===== src/rtl/sevenseg_scan_controller_pkg.sv =====
// Shared constants and helpers for the seven-segment scan controller.
// Holds the blank segment pattern, default timing divisors and the
// index-to-anode helper used by the scan logic.
package sevenseg_scan_controller_pkg;

    // Segment vectors are written a..g from MSB to LSB, active low.
    localparam logic [6:0] SEG_BLANK = 7'b111_1111;

    localparam int DEFAULT_REFRESH_DIV = 100000;
    localparam int DEFAULT_BLINK_DIV   = 50000000;

    localparam int MAX_DIGITS = 8;

    // One-hot-low anode pattern for digit idx; unused high bits stay 1.
    function automatic logic [MAX_DIGITS-1:0] an_onehot_low(
        input logic [2:0] idx
    );
        logic [MAX_DIGITS-1:0] one;
        one = {{(MAX_DIGITS-1){1'b0}}, 1'b1};
        return ~(one << idx);
    endfunction

endpackage


===== src/rtl/sevenseg_scan_controller_hexdec.sv =====
// sevenseghexdecoder: combinational hex nibble to seven-segment decoder.
// Ports: hex (nibble in), flash (1 = force blank), seg (a..g MSB..LSB,
// active low). Pure combinational; the caller registers the output.
module sevenseghexdecoder
    import sevenseg_scan_controller_pkg::*;
(
    input  logic [3:0] hex,
    input  logic       flash,
    output logic [6:0] seg
);

    always_comb begin
        seg = SEG_BLANK;
        if (!flash) begin
            unique case (hex)
                4'h0: seg = 7'b000_0001;
                4'h1: seg = 7'b100_1111;
                4'h2: seg = 7'b001_0010;
                4'h3: seg = 7'b000_0110;
                4'h4: seg = 7'b100_1100;
                4'h5: seg = 7'b010_0100;
                4'h6: seg = 7'b010_0000;
                4'h7: seg = 7'b000_1111;
                4'h8: seg = 7'b000_0000;
                4'h9: seg = 7'b000_0100;
                4'hA: seg = 7'b000_1000;
                4'hB: seg = 7'b110_0000;
                4'hC: seg = 7'b011_0001;
                4'hD: seg = 7'b100_0010;
                4'hE: seg = 7'b011_0000;
                4'hF: seg = 7'b011_1000;
            endcase
        end
    end

endmodule


===== src/rtl/sevenseg_scan_controller.sv =====
// Time-multiplexed scan controller for common-anode seven-segment digits.
// Ports: clk, reset (async, active high), value_in/load_valid/load_ready
// (frame-boundary load handshake), blink_en/blink_mask (per-digit blink),
// an (active-low anodes), seg (a..g MSB..LSB, active low), digit_idx.
// Optional macro SEVENSEG_BLANK_LEADING_ZERO_EN blanks leading zero digits.
module sevenseg_scan_controller
    import sevenseg_scan_controller_pkg::*;
#(
    parameter int NUM_DIGITS  = 4,
    parameter int REFRESH_DIV = DEFAULT_REFRESH_DIV,
    parameter int BLINK_DIV   = DEFAULT_BLINK_DIV,
    localparam int IDX_W = (NUM_DIGITS > 1) ? $clog2(NUM_DIGITS) : 1
)(
    input  logic                    clk,
    input  logic                    reset,
    input  logic [4*NUM_DIGITS-1:0] value_in,
    input  logic                    load_valid,
    output logic                    load_ready,
    input  logic                    blink_en,
    input  logic [NUM_DIGITS-1:0]   blink_mask,
    output logic [NUM_DIGITS-1:0]   an,
    output logic [6:0]              seg,
    output logic [IDX_W-1:0]        digit_idx
);

    localparam int PRE_W = $clog2(REFRESH_DIV);
    localparam int BL_W  = $clog2(BLINK_DIV);

    localparam logic [PRE_W-1:0] PRE_LAST = PRE_W'(REFRESH_DIV - 1);
    localparam logic [BL_W-1:0]  BL_LAST  = BL_W'(BLINK_DIV - 1);
    localparam logic [IDX_W-1:0] IDX_LAST = IDX_W'(NUM_DIGITS - 1);

    typedef logic [NUM_DIGITS-1:0] an_vec_t;

    logic [PRE_W-1:0]        presc_q, presc_d;
    logic [BL_W-1:0]         blink_cnt_q, blink_cnt_d;
    logic                    blink_phase_q, blink_phase_d;
    logic                    active_q, active_d;
    logic [IDX_W-1:0]        idx_q, idx_d;
    logic [4*NUM_DIGITS-1:0] shadow_q, shadow_d;
    an_vec_t                 an_q, an_d;
    logic [6:0]              seg_q, seg_d;

    logic                    tick;
    logic                    frame_end;
    logic                    blink_wrap;
    logic [IDX_W-1:0]        idx_next;
    logic [3:0]              nib_sel;
    logic                    mask_sel;
    logic                    lz_sel;
    logic [NUM_DIGITS-1:0]   lz_vec;
    logic                    blank;
    an_vec_t                 an_sel;
    logic [6:0]              dec_seg;

    // Refresh prescaler and digit-slot tick.
    always_comb begin
        tick    = (presc_q == PRE_LAST);
        presc_d = tick ? '0 : presc_q + 1'b1;
    end

    // Free-running blink timer, independent of the refresh prescaler.
    always_comb begin
        blink_wrap    = (blink_cnt_q == BL_LAST);
        blink_cnt_d   = blink_wrap ? '0 : blink_cnt_q + 1'b1;
        blink_phase_d = blink_phase_q ^ blink_wrap;
    end

    // The first tick after reset lights digit 0 instead of advancing,
    // so digit 0 comes up one full slot after reset release.
    always_comb begin
        active_d = active_q | tick;
        if (!active_q || idx_q == IDX_LAST) begin
            idx_next = '0;
        end else begin
            idx_next = idx_q + 1'b1;
        end
        idx_d = tick ? idx_next : idx_q;
    end

    // Shadow only changes at a frame boundary, so a frame never mixes
    // old and new digits.
    always_comb begin
        frame_end = tick & (idx_q == IDX_LAST);
        shadow_d  = (load_valid & frame_end) ? value_in : shadow_q;
    end

    // Leading-zero map built from the value being shown on this edge.
`ifdef SEVENSEG_BLANK_LEADING_ZERO_EN
    logic hi_zero;
    always_comb begin
        hi_zero = 1'b1;
        lz_vec  = '0;
        for (int i = NUM_DIGITS - 1; i > 0; i--) begin
            hi_zero   = hi_zero & (shadow_d[i*4 +: 4] == 4'h0);
            lz_vec[i] = hi_zero;
        end
    end
`else
    always_comb begin
        lz_vec = '0;
    end
`endif

    // Per-digit selection for the slot about to be driven.
    always_comb begin
        nib_sel  = '0;
        mask_sel = 1'b0;
        lz_sel   = 1'b0;
        for (int i = 0; i < NUM_DIGITS; i++) begin
            if (idx_next == IDX_W'(i)) begin
                nib_sel  = shadow_d[i*4 +: 4];
                mask_sel = blink_mask[i];
                lz_sel   = lz_vec[i];
            end
        end
    end

    sevenseghexdecoder u_dec (
        .hex   (nib_sel),
        .flash (1'b0),
        .seg   (dec_seg)
    );

    // Anode and segment registers load only on tick; blink phase is the
    // registered one so a toggle never lands mid-slot.
    always_comb begin
        blank  = (blink_en & mask_sel & blink_phase_q) | lz_sel;
        an_sel = an_vec_t'(an_onehot_low(3'(idx_next)));
        an_d   = an_q;
        seg_d  = seg_q;
        if (tick) begin
            an_d  = blank ? '1 : an_sel;
            seg_d = dec_seg;
        end
    end

    always_ff @(posedge clk or posedge reset) begin
        if (reset) begin
            presc_q       <= '0;
            blink_cnt_q   <= '0;
            blink_phase_q <= 1'b0;
            active_q      <= 1'b0;
            idx_q         <= '0;
            shadow_q      <= '0;
            an_q          <= '1;
            seg_q         <= SEG_BLANK;
        end else begin
            presc_q       <= presc_d;
            blink_cnt_q   <= blink_cnt_d;
            blink_phase_q <= blink_phase_d;
            active_q      <= active_d;
            idx_q         <= idx_d;
            shadow_q      <= shadow_d;
            an_q          <= an_d;
            seg_q         <= seg_d;
        end
    end

    assign load_ready = frame_end;
    assign an         = an_q;
    assign seg        = seg_q;
    assign digit_idx  = idx_q;

endmodule

===== config.mk =====
export PLATFORM = sky130hd
export DESIGN_NAME = sevenseg_scan_controller
export DESIGN_NICKNAME = d
export VERILOG_FILES = /design/src/rtl/sevenseg_scan_controller_pkg.sv /design/src/rtl/sevenseg_scan_controller_hexdec.sv /design/src/rtl/sevenseg_scan_controller.sv
export SDC_FILE = /design/constraint.sdc
export NUM_CORES = 1
export LEC_CHECK = 0
export BUFFER_PORTS_ARGS = -buffer_cell sky130_fd_sc_hd__buf_4
export CAP_MARGIN = 15
export CORE_AREA = 2 2 157 82
export CTS_CLUSTER_SIZE = 25
export DETAILED_ROUTE_END_ITERATION = 12
export DIE_AREA = 0 0 159 84
export PLACE_DENSITY = 0.56
export SLEW_MARGIN = 20
export SYNTH_ARGS = -nofsm -noshare
export SYNTH_HDL_FRONTEND = slang
export SYNTH_SLANG_ARGS = --single-unit
export TNS_END_PERCENT = 1

===== constraint.sdc =====
create_clock -name clk -period 3.65 [get_ports clk]
set_clock_uncertainty 0.05 [all_clocks]
set_input_delay 0.365 -clock clk [delete_from_list [all_inputs] [get_ports clk]]
set_output_delay 0.365 -clock clk [all_outputs]
set_load 0.01 [all_outputs]

==> tab_implementation.tex, run 1 <==
\begin{tabular}{lr}
\hline
Metric & Value \\
\hline
\multicolumn{2}{l}{\textbf{Logic synthesis}} \\
\quad Seq cells post-synth & 74 \\
\quad Mux share of post-synthesis cell area & 2.79\% \\
\quad Portion of the post-synthesis area used by sequential elements & 50.8\% \\
\quad Unique masters post-synth & 47 \\
\quad Simple-gate area share of the yosys netlist & 22.4\% \\
\quad Count of mapped cells out of synthesis & 362 \\
\quad Main combinational cell family by area after synthesis & simple AND/OR/NAND/NOR gates \\
\quad Syn nets & 395 \\
\quad Share of the synthesized netlist area taken by xor and xnor gates & 8.83\% \\
\quad Mean area per synthesized cell & 10.1 um\^{}2 \\
\quad Mapped cell area & 3670 um\^{}2 \\
\quad Post-synthesis compound-gate area fraction & 9.78\% \\
\quad Adder-cell area share of the yosys netlist & 3.07\% \\
\quad Synth warn & 0 \\
\multicolumn{2}{l}{\textbf{CTS}} \\
\quad Number of buffers inserted during clock tree synthesis & 9 \\
\quad Number of sinks on the clock net & 74 \\
\quad Clk Latency, worst-skew pair & 0.34 ns \\
\quad Clock tree from TritonCTS & built \\
\quad Cell at the root of the clock tree & sky130\_fd\_sc\_hd\_\_clkbuf\_16 \\
\quad Count of H-tree levels built during CTS & 3 \\
\quad Clock transition at the register clock pins on the worst setup and hold paths after CTS & 0.06 ns \\
\quad Clock buffer depth & 2 \\
\multicolumn{2}{l}{\textbf{Place}} \\
\quad IO buf count & 37 \\
\quad Final HPWL from detailed placement & 6320 um \\
\quad Setup Slack @ Placement & 0.213 ns \\
\quad Final RePlAce weighted congestion & 0.825 \\
\multicolumn{2}{l}{\textbf{STA}} \\
\quad Crit path setup slack, layout & 0.306 ns \\
\quad RSZ-0062 raised after global routing & no \\
\quad Share of the clock period used by the worst path & 91.6\% \\
\quad Worst Max-Slew Pin Slew & 0.968 ns \\
\quad Setup TNS & 0 ns \\
\quad Clock period minus worst slack & 3.34 ns \\
\quad Final count of pins violating max slew & 0 \\
\quad Number of hold violations in the final report & 0 \\
\quad Setup violation total in the final timing report & 0 \\
\quad Worst slew margin & 35.0\% \\
\quad Max Freq & 299 MHz \\
\multicolumn{2}{l}{\textbf{Global route}} \\
\quad Number of antenna violations at the first check in global routing & 0 \\
\quad Overall global routing resource usage & 13.6\% \\
\quad Remaining global-route overflow & 0 \\
\quad Global-route wire length before repair & 14,300 um \\
\quad Number of global-route vias before repair & 2,754 \\
\quad Pin count of the biggest net entering global routing & 34 \\
\multicolumn{2}{l}{\textbf{Worst setup path}} \\
\quad Setup slack of the most critical reg-to-reg path & 0.31 ns \\
\quad Most frequent CP cell & sky130\_fd\_sc\_hd\_\_ha\_1 \\
\quad Crit path DAT & 3.55 ns \\
\quad Cell depth of the worst flop-to-flop path & 11 \\
\quad End of the worst register-to-register path & seg[4] \\
\quad Setup crit end & seg[4] \\
\quad Critical-path cell list & ha\_1 -> and4\_1 -> and4\_4 -> nand2\_4 -> mux2\_2 -> o32ai\_1 -> buf\_4 -> inv\_1 -> ha\_1 -> or3\_1 -> a31oi\_1 \\
\quad R2r startpoint & presc\_q[0] \\
\quad Critical path launch point type & flip-flop \\
\quad Crit path from & presc\_q[0] \\
\quad Crit Path Category & flip-flop to flip-flop \\
\quad Endpoint kind of the worst setup timing path & flip-flop \\
\quad Standard cell with the maximum stage delay on the critical path & sky130\_fd\_sc\_hd\_\_and4\_4 \\
\quad Largest fanout of any net on the critical path & 29 \\
\quad Max stage delay on crit path & 0.51 ns \\
\quad Crit path required time & 3.86 ns \\
\multicolumn{2}{l}{\textbf{Final layout}} \\
\quad P\&R area growth vs syn & 23.4\% \\
\quad Total area of sequential cells & 1870 um\^{}2 \\
\quad Layout Nets & 439 \\
\quad Area of the multi-input gates & 1730 um\^{}2 \\
\quad Inserted Diodes & 0 \\
\quad Number of filler cells placed in the layout & 1,252 \\
\quad Fraction of layout cells with a size suffix above 1 & 20.4\% \\
\multicolumn{2}{l}{\textbf{Floorplanning}} \\
\quad Count of pins on the block boundary & 38 \\
\quad Initial cell density of the core & 30.1\% \\
\quad Floorplan core area & 12,200 um\^{}2 \\
\quad Die Y-Extent & 84 um \\
\quad Row cnt & 29 \\
\quad Die Outline Area & 13,400 um\^{}2 \\
\quad Width of the chip & 159 um \\
\multicolumn{2}{l}{\textbf{Detailed routing}} \\
\quad Initial DRC count & 143 \\
\quad Routed Wire Length & 8520 um \\
\quad Initial DRT Pass Iterations & 4 \\
\quad Routed via count divided by cell count & 4.72 \\
\quad Total vias in the final route & 2,745 \\
\quad M1 wire length & 4580 um \\
\quad Max Used Layer & met4 \\
\quad Met3 wire length & 448 um \\
\quad Metal2 WL & 3410 um \\
\quad Detailed-route wire length per cell & 14.7 um \\
\quad Number of nets with antenna violations after detailed routing & 0 \\
\quad Count of unresolved DRC violations after routing & 0 \\
\multicolumn{2}{l}{\textbf{Job}} \\
\quad Number of maximum-capacitance constraint violations & 0 \\
\multicolumn{2}{l}{\textbf{Power and ir drop}} \\
\quad Power Dens Cells & 429 nW/um\^{}2 \\
\quad Peak supply drop & 0.178 mV \\
\quad Static leakage & 2.09 nW \\
\multicolumn{2}{l}{\textbf{Outcome}} \\
\quad Status & finished, final reports clean \\
\multicolumn{2}{l}{\textbf{Worst hold path}} \\
\quad Classification of the worst-slack hold path & input port to async pin \\
\hline
\end{tabular}
==> cell type report <==
type                       instances  share of cell area [%]
clock buffer                      11                    5.36
sequential                        74                    41.2
timing repair buffer              43                    7.12
clock inverter                     5                    2.76
tap                              170                    4.69
inverter                           9                   0.745
multi-input combinational        269                    38.2
==> synthesized netlist by cell type, drive strengths merged <==
library cell | instances | area share [%]
dfrtp | 63 | 43
nand2 | 49 | 5.2
nor2 | 33 | 3.4
nand3 | 31 | 4.2
xnor2 | 21 | 5.0
o21ai | 16 | 2.2
xor2 | 16 | 3.8
a21oi | 13 | 1.8
dfstp | 11 | 7.9
ha | 9 | 3.1
inv | 9 | 0.92
and3 | 8 | 1.4
a31oi | 7 | 1.2
nand4 | 7 | 1.4
and2 | 6 | 1.0
and4 | 5 | 1.3
buf | 5 | 0.85
clkbuf | 5 | 0.51
mux2i | 5 | 1.4
nor3 | 5 | 0.68
mux2 | 4 | 1.4
or3 | 4 | 0.68
nor4 | 3 | 0.51
o31ai | 3 | 0.61
o32ai | 3 | 0.72
and4bb | 2 | 0.68
nand2b | 2 | 0.34
nor2b | 2 | 0.34
nor4b | 2 | 0.89
o211ai | 2 | 0.41
o22a | 2 | 0.48
o22ai | 2 | 1.1
a211oi | 1 | 0.20
a221oi | 1 | 0.41
a32o | 1 | 0.27
nand3b | 1 | 0.20
nor4bb | 1 | 0.27
o21a | 1 | 0.20
o221ai | 1 | 0.24
==> through the flow <==
| stage | hold WS [ns] | cells | area (um^2) | util, % | total power (W) |
|---|---|---|---|---|---|
| floorplan | 0.388 | 362 | 3670 | - | 0.000848 |
| detailed placement | 0.409 | 565 | 4160 | 34.1 | 0.000876 |
| global placement | 0.403 | 565 | 4160 | 34.1 | 0.000875 |
| finish | 0.0867 | 581 | 4530 | 37.2 | 0.00194 |
| global route | 0.150 | 581 | 4530 | 37.2 | 0.00201 |
| CTS | 0.109 | 581 | 4520 | 37.1 | 0.00197 |
==> critical path: cells and delay by family (launching register included) <==
family / cells / cell delay [ns]
buffers and inverters: 2 / 0.30
flip-flops: 1 / 0.39
multiplexers: 1 / 0.33
adder cells (fa/ha/maj): 2 / 0.48
AND/OR/NAND/NOR: 4 / 1.37
AO/OA/AOI/OAI: 2 / 0.34
==> kinds of logic after synthesis <==
logic type / after synthesis
AOI/OAI and AO/OA: 53
adders and majority gates: 9
buffers and inverters: 19
DFF: 74
muxes: 9
xor gates and xnor gates: 37
and+or+nand+nor: 161
==> timing repair <==
action	CTS	global route
setup endpoints to repair	0	5
hold buffers	0	0
setup buffers	0	0
gates resized for setup	0	1
==> power by group <==
part / leakage [nW] / total, W / switching (W) / internal (W)
registers: 0.966 / 0.000821 / 0 / 0.000821
logic: 0.949 / 0.0000387 / 0.0000214 / 0.0000173
clock network: 0.180 / 0.00108 / 0.000330 / 0.000754
total: 2.09 / 0.00194 / 0.000352 / 0.00159
==> worst min-delay path by stage <==
| stage | to | slack [ns] |
|---|---|---|
| after floorplan | blink_cnt_q[4] | 0.39 |
| after global placement | shadow_q[3] | 0.40 |
| after detailed placement | blink_phase_q | 0.41 |
| after CTS | blink_cnt_q[1] | 0.11 |
| after global routing | blink_cnt_q[1] | 0.15 |
| final | blink_cnt_q[6] | 0.09 |
==> registers in the layout, indices dropped and copies added, names as in the netlist <==
signal and count:
active_q 1, an 4, blink_cnt_q 26, blink_phase_q 1
digit_idx 2, presc_q 17, seg 7, shadow_q 16
==> cells in the final DEF, fill, tap and decap left out, types with 2 or more instances in the layout <==
cell	synthesis	routed
sky130_fd_sc_hd__o211ai_1	2	2
sky130_fd_sc_hd__mux2i_1	5	5
sky130_fd_sc_hd__nand4_1	6	6
sky130_fd_sc_hd__buf_4	3	43
sky130_fd_sc_hd__o31ai_1	3	3
sky130_fd_sc_hd__o21ai_0	16	16
sky130_fd_sc_hd__nor2_1	33	33
sky130_fd_sc_hd__xnor2_1	21	21
sky130_fd_sc_hd__xor2_1	16	16
sky130_fd_sc_hd__a31oi_1	7	7
sky130_fd_sc_hd__nor3_1	5	5
sky130_fd_sc_hd__and4bb_2	2	2
sky130_fd_sc_hd__o32ai_1	3	2
sky130_fd_sc_hd__inv_1	9	8
sky130_fd_sc_hd__mux2_2	2	2
sky130_fd_sc_hd__dfrtp_1	63	63
sky130_fd_sc_hd__and4_1	4	4
sky130_fd_sc_hd__mux2_4	2	2
sky130_fd_sc_hd__and3_1	8	8
sky130_fd_sc_hd__a21oi_1	13	13
sky130_fd_sc_hd__nand2_1	48	48
sky130_fd_sc_hd__and2_1	5	5
sky130_fd_sc_hd__dfstp_2	11	11
sky130_fd_sc_hd__ha_1	9	9
sky130_fd_sc_hd__nor2b_1	2	2
sky130_fd_sc_hd__bufinv_16	0	4
sky130_fd_sc_hd__nand2b_1	2	2
sky130_fd_sc_hd__o22ai_4	2	2
sky130_fd_sc_hd__or3_1	4	4
sky130_fd_sc_hd__o22a_1	2	2
sky130_fd_sc_hd__nand3_1	31	31
sky130_fd_sc_hd__clkbuf_16	0	9
sky130_fd_sc_hd__nor4_1	3	3
==> metal layers <==
| layer | up-vias | global-route usage [%] |
|---|---|---|
| li1 | 1358 | - |
| met1 | 1322 | 20.6 |
| met2 | 58 | 18.5 |
| met3 | 7 | 3.43 |
| met4 | 0 | 4.88 |
| met5 | - | 0 |
Note: power is estimated with default switching activity, not from simulation.
==> run 2, diff against run 1 <==
==> constraint.sdc (replaced) <==
create_clock -name clk -period 3.65 [get_ports clk]
set_clock_uncertainty 0.05 [all_clocks]
set_input_delay 0.1825 -clock clk [delete_from_list [all_inputs] [get_ports clk]]
set_output_delay 0.1825 -clock clk [all_outputs]
set_load 0.01 [all_outputs]
==> run 2 against run 1 <==
Compared with the run above:
- cell count rose by 0.69%
- maximum frequency barely moved
- die area did not move
- sequential power barely moved
==> tab_implementation.tex, run 2 (synthesis gave the netlist of run 1 again) <==
\begin{tabular}{lr}
\hline
Metric & Value \\
\hline
\multicolumn{2}{l}{\textbf{Outcome}} \\
\quad Status & finished, final reports clean \\
\multicolumn{2}{l}{\textbf{Place}} \\
\quad Final RePlAce weighted congestion & 0.809 (-1.9\%) \\
\quad IO buf count & 37 (unchanged) \\
\quad Count of placed standard cells including taps & 565 (unchanged) \\
\quad Setup Slack @ Placement & 0.144 ns (-0.0685 ns) \\
\quad Final HPWL from detailed placement & 6240 um (-1.1\%) \\
\multicolumn{2}{l}{\textbf{Floorplanning}} \\
\quad Count of pins on the block boundary & 38 (unchanged) \\
\quad Floorplan core area & 12,200 um\^{}2 (unchanged) \\
\quad Die Outline Area & 13,400 um\^{}2 (unchanged) \\
\quad Die Y-Extent & 84 um (unchanged) \\
\quad Row cnt & 29 (unchanged) \\
\quad Width of the chip & 159 um (unchanged) \\
\quad Initial cell density of the core & 30.1\% (unchanged) \\
\multicolumn{2}{l}{\textbf{CTS}} \\
\quad Clock transition at the register clock pins on the worst setup and hold paths after CTS & 0.06 ns (about the same) \\
\quad Clock buffer depth & 2 (unchanged) \\
\quad Number of sinks on the clock net & 74 (unchanged) \\
\quad Count of H-tree levels built during CTS & 3 (unchanged) \\
\quad Number of buffers inserted during clock tree synthesis & 9 (unchanged) \\
\quad Clock tree from TritonCTS & built \\
\quad Clk Latency, worst-skew pair & 0.34 ns (about the same) \\
\quad Cell at the root of the clock tree & sky130\_fd\_sc\_hd\_\_clkbuf\_16 \\
\multicolumn{2}{l}{\textbf{Detailed routing}} \\
\quad Routed Wire Length & 8470 um (-0.61\%) \\
\quad Number of nets with antenna violations after detailed routing & 0 (unchanged) \\
\quad Initial DRT Pass Iterations & 5 (+1) \\
\quad Routed via count divided by cell count & 4.74 (+0.33\%) \\
\quad Total vias in the final route & 2,773 (+1.0\%) \\
\quad Initial DRC count & 140 (-2.1\%) \\
\quad Detailed-route wire length per cell & 14.5 um (-1.3\%) \\
\quad Count of unresolved DRC violations after routing & 0 (unchanged) \\
\multicolumn{2}{l}{\textbf{STA}} \\
\quad Max Freq & 299 MHz (about the same) \\
\quad Final count of pins violating max slew & 0 (unchanged) \\
\quad Worst slew margin & 34.6\% (-0.44 points) \\
\quad Number of hold violations in the final report & 0 (unchanged) \\
\quad Share of the clock period used by the worst path & 91.7\% (about the same) \\
\quad Worst Max-Slew Pin Slew & 0.974 ns (+0.00661 ns) \\
\quad Setup violation total in the final timing report & 0 (unchanged) \\
\quad Clock period minus worst slack & 3.35 ns (+0.00104 ns) \\
\quad RSZ-0062 raised after global routing & no \\
\quad Setup TNS & 0 ns (unchanged) \\
\quad Crit path setup slack, layout & 0.305 ns (-0.00104 ns) \\
\multicolumn{2}{l}{\textbf{Worst setup path}} \\
\quad Standard cell with the maximum stage delay on the critical path & sky130\_fd\_sc\_hd\_\_and4\_4 \\
\quad Crit path DAT & 3.55 ns (about the same) \\
\quad Most frequent CP cell & sky130\_fd\_sc\_hd\_\_ha\_1 \\
\quad Largest fanout of any net on the critical path & 29 (unchanged) \\
\quad Endpoint kind of the worst setup timing path & flip-flop \\
\quad R2r startpoint & presc\_q[0] \\
\quad Crit path required time & 3.86 ns (about the same) \\
\quad Setup slack of the most critical reg-to-reg path & 0.30 ns (about the same) \\
\quad Cell depth of the worst flop-to-flop path & 11 (unchanged) \\
\quad Crit Path Category & flip-flop to flip-flop \\
\quad Max stage delay on crit path & 0.52 ns (about the same) \\
\quad Critical-path cell list & ha\_1 -> and4\_1 -> and4\_4 -> nand2\_4 -> mux2\_2 -> o32ai\_1 -> buf\_4 -> inv\_1 -> ha\_1 -> or3\_1 -> a31oi\_1 \\
\quad Critical path launch point type & flip-flop \\
\quad End of the worst register-to-register path & seg[4] \\
\multicolumn{2}{l}{\textbf{Power and ir drop}} \\
\quad Power consumption & 0.00179 W (-7.7\%) \\
\quad Switch Pwr & 0.000356 W (+1.2\%) \\
\quad Share of power burned in registers & 45.8\% (+3.6 points) \\
\quad Internal power & 0.00144 W (-9.7\%) \\
\quad Share of total power consumed by net switching & 19.8\% (+1.7 points) \\
\quad Clock share of power & 51.9\% (-3.9 points) \\
\quad Static leakage & 2.08 nW (-0.46\%) \\
\quad Peak supply drop & 0.172 mV (-3.3\%) \\
\quad Share of total power in combinational logic & 2.3\% (+0.3 points) \\
\quad Power Dens Cells & 397 nW/um\^{}2 (-7.4\%) \\
\multicolumn{2}{l}{\textbf{Global route}} \\
\quad Overall global routing resource usage & 13.6\% (-0.050 points) \\
\quad Global-route wire length before repair & 14,300 um (-0.34\%) \\
\quad Number of global-route vias before repair & 2,742 (-0.44\%) \\
\quad Remaining global-route overflow & 0 (unchanged) \\
\quad Number of antenna violations at the first check in global routing & 0 (unchanged) \\
\quad Pin count of the biggest net entering global routing & 40 (+18\%) \\
\multicolumn{2}{l}{\textbf{Final layout}} \\
\quad Commonest cells after routing, fill and taps aside & 63 x sky130\_fd\_sc\_hd\_\_dfrtp\_1, 48 x sky130\_fd\_sc\_hd\_\_nand2\_1, 43 x sky130\_fd\_sc\_hd\_\_buf\_4 \\
\quad Top reg by flops & blink\_cnt\_q \\
\quad Number of flip-flops under the largest register name & 26 (unchanged) \\
\quad Inserted Diodes & 0 (unchanged) \\
\quad Leading cell type in the layout, fill and taps excluded & sky130\_fd\_sc\_hd\_\_dfrtp\_1 \\
\quad Fraction of layout cells with a size suffix above 1 & 20.0\% (-0.44 points) \\
\quad Registers with the most flip-flops & blink\_cnt\_q: 26 flops, presc\_q: 17 flops, shadow\_q: 16 flops \\
\quad P\&R area growth vs syn & 23.0\% \\
\quad Post-Layout Cell Count & 585 (+0.69\%) \\
\quad Layout Nets & 443 (+0.91\%) \\
\quad Final design utilization & 37.0\% (-0.13 points) \\
\multicolumn{2}{l}{\textbf{Worst hold path}} \\
\quad Classification of the worst-slack hold path & input port to flip-flop \\
\quad Hold Startpoint & value\_in[12] \\
\quad Worst Hold Endpoint & shadow\_q[12] \\
\quad Worst hold path depth & 2 \\
\multicolumn{2}{l}{\textbf{Job}} \\
\quad Number of maximum-capacitance constraint violations & 0 (unchanged) \\
\hline
\end{tabular}
## run 2: worst max-delay path: cells and delay by family, from the launching register on
kind | cells | cell delay (ns)
multiplexers | 1 | 0.32
AO/OA/AOI/OAI | 2 | 0.34
adder cells (fa/ha/maj) | 2 | 0.48
AND/OR/NAND/NOR | 4 | 1.38
flip-flops | 1 | 0.38
buffers and inverters | 2 | 0.30
## run 2: power by group through the flow
stage               clock [W]  sequential, W  combinational [W]
CTS                  0.000956       0.000821          0.0000435
floorplan                   0       0.000836          0.0000124
detailed placement          0       0.000835          0.0000401
global route          0.00100       0.000820          0.0000476
global placement            0       0.000835          0.0000399
finish               0.000932       0.000821          0.0000415
## run 2: through the flow
stage               area (um^2)  hold WS [ns]
CTS                        4510        0.0470
finish                     4520        0.0519
floorplan                  3670         0.245
global route               4520        0.0455
detailed placement         4160         0.151
global placement           4160         0.137
## run 2: how the worst max path moves through the flow
stage | from | to | slack (ns) | cells past startpoint
global placement | presc_q[0] | seg[6] | 0.33 | 12
CTS | presc_q[0] | seg[6] | 0.15 | 12
global route | presc_q[0] | seg[4] | 0.01 | 11
detailed placement | presc_q[0] | seg[6] | 0.14 | 12
floorplan | presc_q[0] | seg[4] | 0.51 | 12
finish | presc_q[0] | seg[4] | 0.30 | 11
## run 2: cell type report
class / count / area (um^2)
Tap cell: 170 / 213
Fill cell: 1232 / 7680
Sequential cell: 74 / 1870
Clock inverter: 5 / 78.8
Multi-Input combinational cell: 269 / 1730
Timing Repair Buffer: 47 / 363
Clock buffer: 11 / 233
Inverter: 9 / 33.8
## run 2: timing repair
item,4_1_cts,5_1_grt
setup buffers,0,0
resized for setup,0,1
hold buffers,4,0
setup endpoints to repair,0,5
hold endpoints to repair,20,0
## run 2: layer usage
metal | share of wire (%) | track usage, %
met5 | 0 | 0
met1 | 54 | 21.2
met2 | 40 | 17.7
met4 | 0.87 | 3.22
met3 | 4.8 | 4.17
